`config.mk`:
```
export PLATFORM = sky130hd
export DESIGN_NAME = pipe_hazard_ctrl
export DESIGN_NICKNAME = d
export VERILOG_FILES = /design/src/rtl/pipe_hazard_ctrl.sv
export SDC_FILE = /design/constraint.sdc
export NUM_CORES = 1
export LEC_CHECK = 0
export BUFFER_PORTS_ARGS = -buffer_cell sky130_fd_sc_hd__clkbuf_2
export CAP_MARGIN = 40
export CORE_AREA = 2 2 39 41
export CTS_CLUSTER_SIZE = 16
export DETAILED_ROUTE_END_ITERATION = 6
export DIE_AREA = 0 0 41 43
export PLACE_DENSITY_LB_ADDON = 0.25
export SYNTH_ARGS = -nofsm -noshare
export SYNTH_HDL_FRONTEND = slang
export SYNTH_SLANG_ARGS = --single-unit
```
`constraint.sdc`:
```
create_clock -name clk -period 1.4 [get_ports clk]
set_input_delay 0.21 -clock clk [delete_from_list [all_inputs] [get_ports clk]]
set_output_delay 0.21 -clock clk [all_outputs]
set_load 0.05 [all_outputs]
```
`src/rtl/pipe_hazard_ctrl.sv`:
```
// Stall/flush sequencer for the six-stage pipeline, with fetch-response discard tracking.
// Optional performance counters are enabled by defining PIPE_HAZARD_CTRL_PERF_EN.
module pipe_hazard_ctrl #(
    parameter int MAX_IF_OUTSTANDING = 2
) (
    input  logic clk,
    input  logic rst_n,
    input  logic inst_req,
    input  logic inst_addr_ok,
    input  logic inst_data_ok,
    input  logic if_valid,
    input  logic id_load_use,
    input  logic ex_busy,
    input  logic mm1_exc,
    input  logic mm1_ertn,
    input  logic mm2_mem_req,
    input  logic data_addr_ok,
    input  logic data_data_ok,
    output logic pc_wen,
    output logic wen_if_id,
    output logic wen_id_ex,
    output logic wen_ex_mm1,
    output logic wen_mm1_mm2,
    output logic wen_mm2_wb,
    output logic flush_if_id,
    output logic flush_id_ex,
    output logic flush_ex_mm1,
    output logic flush_mm1_mm2,
    output logic flush_mm2_wb,
    output logic redirect,
    output logic redirect_ertn,
    output logic inst_discard
`ifdef PIPE_HAZARD_CTRL_PERF_EN
    ,
    output logic [31:0] perf_mem_stall,
    output logic [31:0] perf_ex_stall,
    output logic [31:0] perf_lu_stall,
    output logic [31:0] perf_redirect
`endif
);

    localparam logic [0:0] RUN      = 1'b0;
    localparam logic [0:0] MEM_WAIT = 1'b1;
    localparam logic [1:0] IF_MAX   = 2'(MAX_IF_OUTSTANDING);

    logic [0:0] mem_st;
    logic [1:0] if_out;
    logic [1:0] if_out_nxt;
    logic [1:0] owed;
    logic [1:0] discard_cnt;
    logic       fetch_acc;
    logic       freeze;
    logic       if_usable;
    logic       trap;

    assign fetch_acc = inst_req & inst_addr_ok;
    assign freeze    = ((mem_st == MEM_WAIT) & ~data_data_ok) | (mm2_mem_req & ~data_addr_ok);
    assign trap      = mm1_exc | mm1_ertn;
    // Responses still owed to a squashed fetch must not be treated as a usable instruction.
    assign if_usable = if_valid & (discard_cnt == 2'd0);

    always_comb begin
        pc_wen        = 1'b0;
        wen_if_id     = 1'b0;
        wen_id_ex     = 1'b0;
        wen_ex_mm1    = 1'b0;
        wen_mm1_mm2   = 1'b0;
        wen_mm2_wb    = 1'b0;
        flush_if_id   = 1'b0;
        flush_id_ex   = 1'b0;
        flush_ex_mm1  = 1'b0;
        flush_mm1_mm2 = 1'b0;
        flush_mm2_wb  = 1'b0;
        redirect      = 1'b0;
        redirect_ertn = 1'b0;
        inst_discard  = 1'b0;
        if (rst_n) begin
            inst_discard = (discard_cnt != 2'd0) & inst_data_ok;
            if (!freeze) begin
                pc_wen      = 1'b1;
                wen_if_id   = 1'b1;
                wen_id_ex   = 1'b1;
                wen_ex_mm1  = 1'b1;
                wen_mm1_mm2 = 1'b1;
                wen_mm2_wb  = 1'b1;
                if (trap) begin
                    // The faulting instruction itself moves on into MM2 with its flags.
                    flush_if_id   = 1'b1;
                    flush_id_ex   = 1'b1;
                    flush_ex_mm1  = 1'b1;
                    redirect      = 1'b1;
                    redirect_ertn = mm1_ertn & ~mm1_exc;
                end else if (ex_busy) begin
                    pc_wen       = 1'b0;
                    wen_if_id    = 1'b0;
                    wen_id_ex    = 1'b0;
                    flush_ex_mm1 = 1'b1;
                end else if (id_load_use) begin
                    pc_wen      = 1'b0;
                    wen_if_id   = 1'b0;
                    flush_id_ex = 1'b1;
                end else if (!if_usable) begin
                    pc_wen      = 1'b0;
                    flush_if_id = 1'b1;
                end
            end
        end
    end

    // owed excludes any request accepted this cycle: that one targets the new PC.
    always_comb begin
        owed = if_out;
        if (inst_data_ok && (if_out != 2'd0)) owed = if_out - 2'd1;
        if_out_nxt = if_out;
        if (fetch_acc && !inst_data_ok) begin
            if (if_out < IF_MAX) if_out_nxt = if_out + 2'd1;
        end else if (!fetch_acc && inst_data_ok) begin
            if_out_nxt = owed;
        end
    end

    always_ff @(posedge clk or negedge rst_n) begin
        if (!rst_n) begin
            mem_st      <= RUN;
            if_out      <= 2'd0;
            discard_cnt <= 2'd0;
        end else begin
            if_out <= if_out_nxt;
            if (redirect) begin
                discard_cnt <= owed;
            end else if ((discard_cnt != 2'd0) && inst_data_ok) begin
                discard_cnt <= discard_cnt - 2'd1;
            end
            case (mem_st)
                RUN:      if (mm2_mem_req && data_addr_ok && !data_data_ok) mem_st <= MEM_WAIT;
                MEM_WAIT: if (data_data_ok) mem_st <= RUN;
                default:  mem_st <= RUN;
            endcase
        end
    end

`ifdef PIPE_HAZARD_CTRL_PERF_EN
    logic br_ex;
    logic br_lu;

    assign br_ex = ~freeze & ~trap & ex_busy;
    assign br_lu = ~freeze & ~trap & ~ex_busy & id_load_use;

    always_ff @(posedge clk or negedge rst_n) begin
        if (!rst_n) begin
            perf_mem_stall <= 32'd0;
            perf_ex_stall  <= 32'd0;
            perf_lu_stall  <= 32'd0;
            perf_redirect  <= 32'd0;
        end else begin
            if (freeze)   perf_mem_stall <= perf_mem_stall + 32'd1;
            if (br_ex)    perf_ex_stall  <= perf_ex_stall + 32'd1;
            if (br_lu)    perf_lu_stall  <= perf_lu_stall + 32'd1;
            if (redirect) perf_redirect  <= perf_redirect + 32'd1;
        end
    end
`endif

endmodule

```
# Yosys cells after proc, flatten, opt, wreduce, memory -nomap -nowiden
# Index checks and enable logic that the tools add are counted.
# totals
register_bits,5
inputBits,13
out_inout_bits,14
# classes
add_sub_neg,3
magnitude_cmp,1
n_eq_ne,1
muxes,48
bitwise_logic,12
reduce_logical,15
# ops
operator,n
$mux W1,41
$mux W2,6
$reduce_bool A2 Y1,4
$and A1 B1 Y1,6
$logic_and A1 B1 Y1,6
$not A1 Y1,4
$sub A2 B1 Y2 const B,2
$logic_not A1 Y1,3
$add A2 B1 Y2 const B,1
$logic_not A2 Y1,1
$lt A2 B2 Y1 const B,1
$ne A2 B1 Y1 const B,1
$or A1 B1 Y1,2
$pmux W1 S2,1
$reduce_and A2 Y1,1

# Longest topological paths before layout
# Gate-level depths: netlist of run 1.
# depth
word_depth,8
mapped_depth,5
depth_no_buf,5

# Worst setup path before layout of run 1
# No wires, ideal clock.
# synth_timing
kind,reg-to-output
startpoint,reg mem_st
endpoint,out redirect_ertn
arrival_time_ns,1.879
setup_slack_ns,-0.689
path_stages_with_launch,4
path_cell_list,dfrtp_1 -> or2b_2 -> nand3_2 -> nor3b_1
# synth_between
elab_chain_cells,4
# synth_lines
item,line_no,text
start: declaration,46,logic [0:0] mem_st;
start signal: assignment,124,mem_st <= RUN;
start signal: assignment,135,RUN: if (mm2_mem_req && data_addr_ok && !data_data_ok) mem_st <= MEM_WAIT;
start signal: assignment,136,MEM_WAIT: if (data_data_ok) mem_st <= RUN;
$and A1 B1 Y1,57,assign freeze = ((mem_st == MEM_WAIT) & ~data_data_ok) | (mm2_mem_req & ~data_addr_ok);
$or A1 B1 Y1,57,
$mux W1,79,if (!freeze) begin
$mux W1,77,if (rst_n) begin
end: declaration,31,"output logic redirect_ertn,"
# No other way between the ends.

# Worst setup path after layout of run 1
# layout_timing
startpoint,reg mem_st
endpoint,out wen_ex_mm1
# layout_between
elab_chain_cells,4
# layout_lines
item,line_no,text
$and A1 B1 Y1,57,
$or A1 B1 Y1,57,
$mux W1,79,
$mux W1,77,
end: declaration,22,"output logic wen_ex_mm1,"
# No other way between the ends.

==> out/metrics.cfg, run 1 <==
[status]
status=finished, violations left
violations=setup timing

[clock_tree]
clock-sinks=5
cts_tree=done
clk_latency_ns=0.24
clockBufferDepth=2
htreeDepth=1
cts_buffers=3
clkTransAtPathRegs_ns=0.05
clock-root-buffer=clkbuf_4

[global_route]
grt_max_degree=9
gr-total-overflow=0
grt_antenna_before_repair=0
gr-usage-all-layers=0.152
grt_first_pass_wirelength_microns=1780
grt_pass1_vias=480

[synthesis]
synth_xor_area_frac=0.0532
synthSimpleGateAreaFrac=0.316
yosys.area.top_type=dfrtp_1
ys_ff_latch=5
yosys_warnings=0
synth-adder-area-share=0.0506
syn_inst=56
ys.flop_type=dfrtp_1
synthMuxAreaShare=0.122
syn_area_sq_um=494
yosys-top-cells-area=dfrtp_1 (25%), a21oi_1 (6.1%), mux2i_1 (6.1%), buf_4 (6.1%), mux2_4 (6.1%)
synth_cell_types=23
async_flop_share=1.00
synth-compound-area-share=0.0911
synth_top_family_by_area=simple AND/OR/NAND/NOR gates
synth_edf_count=0
ys_seq_area_frac=0.253
synth_top_area_share=0.253
syn_area_per_cell_sq_um=8.83

[power_and_ir_drop]
power.clock.fraction=0.132
vdd_drop_max_uv=953
power_density_nw_per_um2=1430
seq_power_share=0.194
p_switching_uw=509
fin_total_pwr_mw=1.28
sw_frac_of_total=0.398
intPower_uw=771
p_leak_nw=0.438
p_comb_frac=0.675

[die]
die_w_microns=41
coreArea_sq_um=1380
initial_core_util=0.357
chipHeight_microns=43
row_count=14
dieArea_sq_um=1760
pin_count=27

[sta]
finalHoldViolCount=0
period_share=1.13
finalSetupViolCount=12
min_period_ns=1.59
max_freq_mhz=630
maxSlewViolCount=0
setup_ws_ns=-0.187
fin_skew_ns=0.00552
rsz0062_at_grt=yes
fin_hold_ws_ns=0.135

[detailed_routing]
route.detailed.drc=0
ant_nets=0
dr.pass1.iters=3
routed_via_density=4.70
vias=503
wl_per_cell_microns=11.8
initialDrtViolationCount=4
wl_microns=1260

[placed_design]
dp_hpwl_microns=857
placed_cell_area_sq_um=721
portBuffers=24
place.gp.congestion=0.735

[setup_path]
crit_required_ns=1.19
start_kind=flip-flop
cp-end-kind=output pin
arrival_ns=1.38
criticalPathCategory=flip-flop to output pin
cp_max_fo=8

[cells_and_area]
stdcell_area_sq_um=893
fillCellCount=104
fin_nets=107
post-route-util=0.646
n_antenna_cell=0
drive_gt1_frac=0.626
area_delta_synth_final_pct=80.8

[job]
maxCapViolCount=0

[worst_hold_path]
min_path_type=primary input to flip-flop

==> cell usage after synthesis, drive strengths merged, types with 2 or more instances <==
| master | instances |
|---|---|
| mux2i | 3 |
| nand3 | 2 |
| or2b | 2 |
| dfrtp | 5 |
| mux2 | 2 |
| xnor2 | 3 |
| inv | 6 |
| nor2b | 2 |
| ha | 2 |
| nor3 | 2 |
| nor2 | 6 |
| nand2 | 3 |
| a21oi | 6 |
| buf | 4 |
==> routing by layer <==
layer  part of all wire  vias up  track usage
met1               0.33      232        0.121
met2               0.61       19        0.319
met4                  0        0            0
met5                  0        -            0
met3              0.066        0       0.0628
li1                   -      252            -
==> final cells by class <==
cell class,count,area (sq um),area share
inverter,6,26.3,0.0294
tap,16,20.0,0.0224
clock buffer,4,26.3,0.0294
multi-input combinational,42,375,0.420
timing repair buffer,34,320,0.359
sequential,5,125,0.140
==> worst max-delay path, cell delays in order (launching register included) <==
cell and delay, ns:
dfrtp_1 0.33, or2b_4 0.28, nand3_4 0.15, clkinvlp_4 0.19
buf_8 0.18
==> cell families (layout without fill, tap and decap cells) <==
group | after synthesis | after routing
flip-flops | 5 | 5
other | 1 | 2
AO/OA/AOI/OAI | 8 | 8
multiplexers | 5 | 5
adder cells (fa/ha/maj) | 2 | 2
AND/OR/NAND/NOR | 22 | 22
buffers and inverters | 10 | 44
XOR/XNOR | 3 | 3
==> worst paths after layout <==
check                                 end  depth (start not counted)  slack, ns         start
setup / recovery               wen_ex_mm1                          4      -0.19        mem_st
hold / removal                     mem_st                          2       0.13  data_data_ok
setup reg to reg           discard_cnt[1]                          5       0.09     if_out[1]
hold reg to reg                    mem_st                          2       0.49        mem_st
max in group asynchronous       if_out[1]                          3       0.66         rst_n
min in group asynchronous          mem_st                          3       0.54         rst_n
==> flip-flops by register name, indices dropped and copies added, names as in the netlist <==
register	count
discard_cnt	2
mem_st	1
if_out	2
==> placed cells by master, fill, tap and decap left out, drive strengths merged, types with 2 or more instances in the layout <==
| cell | netlist | final |
|---|---|---|
| nand3 | 2 | 2 |
| conb | 1 | 2 |
| xnor2 | 3 | 3 |
| or2b | 2 | 2 |
| nor2b | 2 | 2 |
| buf | 4 | 19 |
| mux2 | 2 | 2 |
| ha | 2 | 2 |
| mux2i | 3 | 3 |
| clkbuf | 0 | 18 |
| a21oi | 6 | 6 |
| nor3 | 2 | 2 |
| nor2 | 6 | 6 |
| dfrtp | 5 | 5 |
| nand2 | 3 | 3 |
| inv | 6 | 5 |
==> power groups by stage <==
stage	Clock [mW]	Combinational (mW)	Sequential (mW)
2_1_floorplan	0	0.551	0.246
3_3_place_gp	0	0.714	0.241
4_1_cts	0.174	0.831	0.248
6_report	0.168	0.863	0.248
5_1_grt	0.182	0.927	0.252
3_5_place_dp	0	0.728	0.242
==> repair_timing <==
action	in CTS	in global routing
hold buffers	1	0
pin swaps	3	0
endpoints found under the hold margin	5	0
setup endpoints to repair	12	12
gates resized for setup	27	10
setup buffers	1	1
==> per-stage QoR <==
stage / TNS, ns / cells / worst slack (ns)
finish: -1.64 / 107 / -0.187
global route: -2.16 / 107 / -0.239
CTS: -1.61 / 106 / -0.195
detailed placement: -0.0467 / 100 / -0.0241
global placement: -0.0139 / 100 / -0.0130
floorplan: -0.393 / 57 / -0.125
(Power assumes the default switching activity.)
==> run 2: changes to the inputs <==
Settings changed: CTS_BUF_LIST set to sky130_fd_sc_hd__clkbuf_8.
==> run 2 against run 1 <==
The flow still finishes with violations (setup timing); non-clock buffer count decreased by 1; highest routed layer unchanged; register-to-register slack about the same; sequential share of layout area decreased by 0.17 points; largest cell class unchanged; cell count decreased by 0.93%; critical endpoint unchanged; die area unchanged; global-route usage increased by 0.30 points; sequential power about the same; design area increased by 1.3%; count of clock-buffer cells in the layout decreased by 1; setup slack improved by 0.023 ns; worst hold slack improved by 0.031 ns.
==> out/metrics.cfg, run 2 (synthesized netlist as in run 1, its figures left out) <==
[setup_path]
rr_worst_depth=5
cp-end-kind=output pin
reg2reg_from=if_out[1]
arrival_ns=1.35
crit_required_ns=1.19
criticalPathCategory=flip-flop to output pin
cp-startpoint=mem_st
cp_cell_sequence=or2b_4 > nand3_4 > clkinvlp_4 > buf_8
start_kind=flip-flop
cp_max_fo=8
critPathMaxStageDelay_ns=0.33
slowest_stage=dfrtp_1

[cells_and_area]
final_common_cell=clkbuf_2
n_antenna_cell=0
fillCellCount=109
top_regs=discard_cnt: 2 flops, if_out: 2 flops, mem_st: 1 flops
drive_gt1_frac=0.622
post_layout_nonfiller_instances=106
area_delta_synth_final_pct=83.0
mostFrequentLayoutCells=clkbuf_2 (12), buf_8 (9), buf_4 (8)
fin_nets=106
post-route-util=0.654

[detailed_routing]
routed_via_density=4.71
route.detailed.drc=0
wl_microns=1240
dr.pass1.iters=4
ant_nets=0
wl_per_cell_microns=11.7
initialDrtViolationCount=6
vias=499

[placed_design]
dp_hpwl_microns=857
pre_cts_slack_ns=-0.0241
dp.cells=100
portBuffers=24
place.gp.congestion=0.735

[power_and_ir_drop]
vdd_drop_max_uv=1100
p_leak_nw=0.445
power.clock.fraction=0.192
fin_total_pwr_mw=1.35
intPower_uw=834
sw_frac_of_total=0.380
power_density_nw_per_um2=1490
p_switching_uw=512
p_comb_frac=0.624
seq_power_share=0.184

[sta]
fin_hold_ws_ns=0.165
setup_ws_ns=-0.164
rsz0062_at_grt=yes
period_share=1.12
finalSetupViolCount=12
finalHoldViolCount=0
maxSlewViolCount=0
max_freq_mhz=639
min_period_ns=1.56
fin_skew_ns=0.00277

[die]
pin_count=27
row_count=14
initial_core_util=0.357
dieArea_sq_um=1760
coreArea_sq_um=1380
chipHeight_microns=43
die_w_microns=41

[job]
maxCapViolCount=0

[global_route]
gr-total-overflow=0
gr-usage-all-layers=0.155
grt_first_pass_wirelength_microns=1790
grt_pass1_vias=482
grt_max_degree=9
grt_antenna_before_repair=0

[clock_tree]
clock-root-buffer=clkbuf_8
clk_latency_ns=0.22
clkTransAtPathRegs_ns=0.04
cts_buffers=3
cts_tree=done
clock-sinks=5
clockBufferDepth=2
htreeDepth=1

[status]
violations=setup timing
status=finished, violations left

[worst_hold_path]
hold_start=data_data_ok
min_path_type=primary input to flip-flop
hold_depth=2

## run 2: cell types whose count changed in the layout (fill, tap and decap cells not counted), sizes merged
cell / previous run / this run
inv: 5 / 6
clkbuf: 18 / 17
buf: 19 / 18
## run 2: metal layers
| layer | GRT usage | routed length (microns) | vias to the layer above | share of wire |
|---|---|---|---|---|
| met5 | 0 | 0 | - | 0 |
| met2 | 0.322 | 733 | 19 | 0.59 |
| met4 | 0.0200 | 0 | 0 | 0 |
| met1 | 0.118 | 425 | 229 | 0.34 |
| met3 | 0.0628 | 83 | 0 | 0.067 |
| li1 | - | - | 251 | - |
## run 2: worst paths after layout
check                                  to  slack, ns
max                            wen_ex_mm1      -0.16
min in group asynchronous          mem_st       0.57
max reg2reg                discard_cnt[1]       0.09
max in group asynchronous       if_out[0]       0.64
min                                mem_st       0.17
min reg2reg                        mem_st       0.49
## run 2: layout make-up
type                       count  area [sq um]  area share
clock buffer                   3          41.3      0.0456
multi-input combinational     42           375       0.415
sequential                     5           125       0.138
clock inverter                 1          3.75     0.00415
inverter                       6          26.3      0.0290
timing repair buffer          33           313       0.346
tap                           16          20.0      0.0221
## run 2: power by group through the flow
stage | logic (mW) | registers [mW] | clock network [mW]
global placement | 0.714 | 0.241 | 0
finish | 0.840 | 0.248 | 0.259
global route | 0.903 | 0.253 | 0.274
detailed placement | 0.728 | 0.242 | 0
floorplan | 0.551 | 0.246 | 0
CTS | 0.831 | 0.248 | 0.264
## run 2: stage by stage
stage	setup TNS [ns]	cell area, sq um
after floorplan	-0.393	558
after global placement	-0.0139	721
after detailed placement	-0.0467	721
after CTS	-1.26	893
after global routing	-1.78	905
final	-1.34	905
## run 2: repair_timing
item | CTS | global route
hold buffers | 1 | 0
endpoints found under the setup margin | 12 | 12
endpoints found under the hold margin | 5 | 0
gates resized for setup | 27 | 10
pin swaps | 3 | 0
gates cloned | 0 | 0
buffers inserted | 1 | 0
## run 2: worst max-delay path, delay by kind of cell, from the launching register on
family,cells,cell delay (ns)
buffers and inverters,2,0.37
flip-flops,1,0.33
AND/OR/NAND/NOR,2,0.43
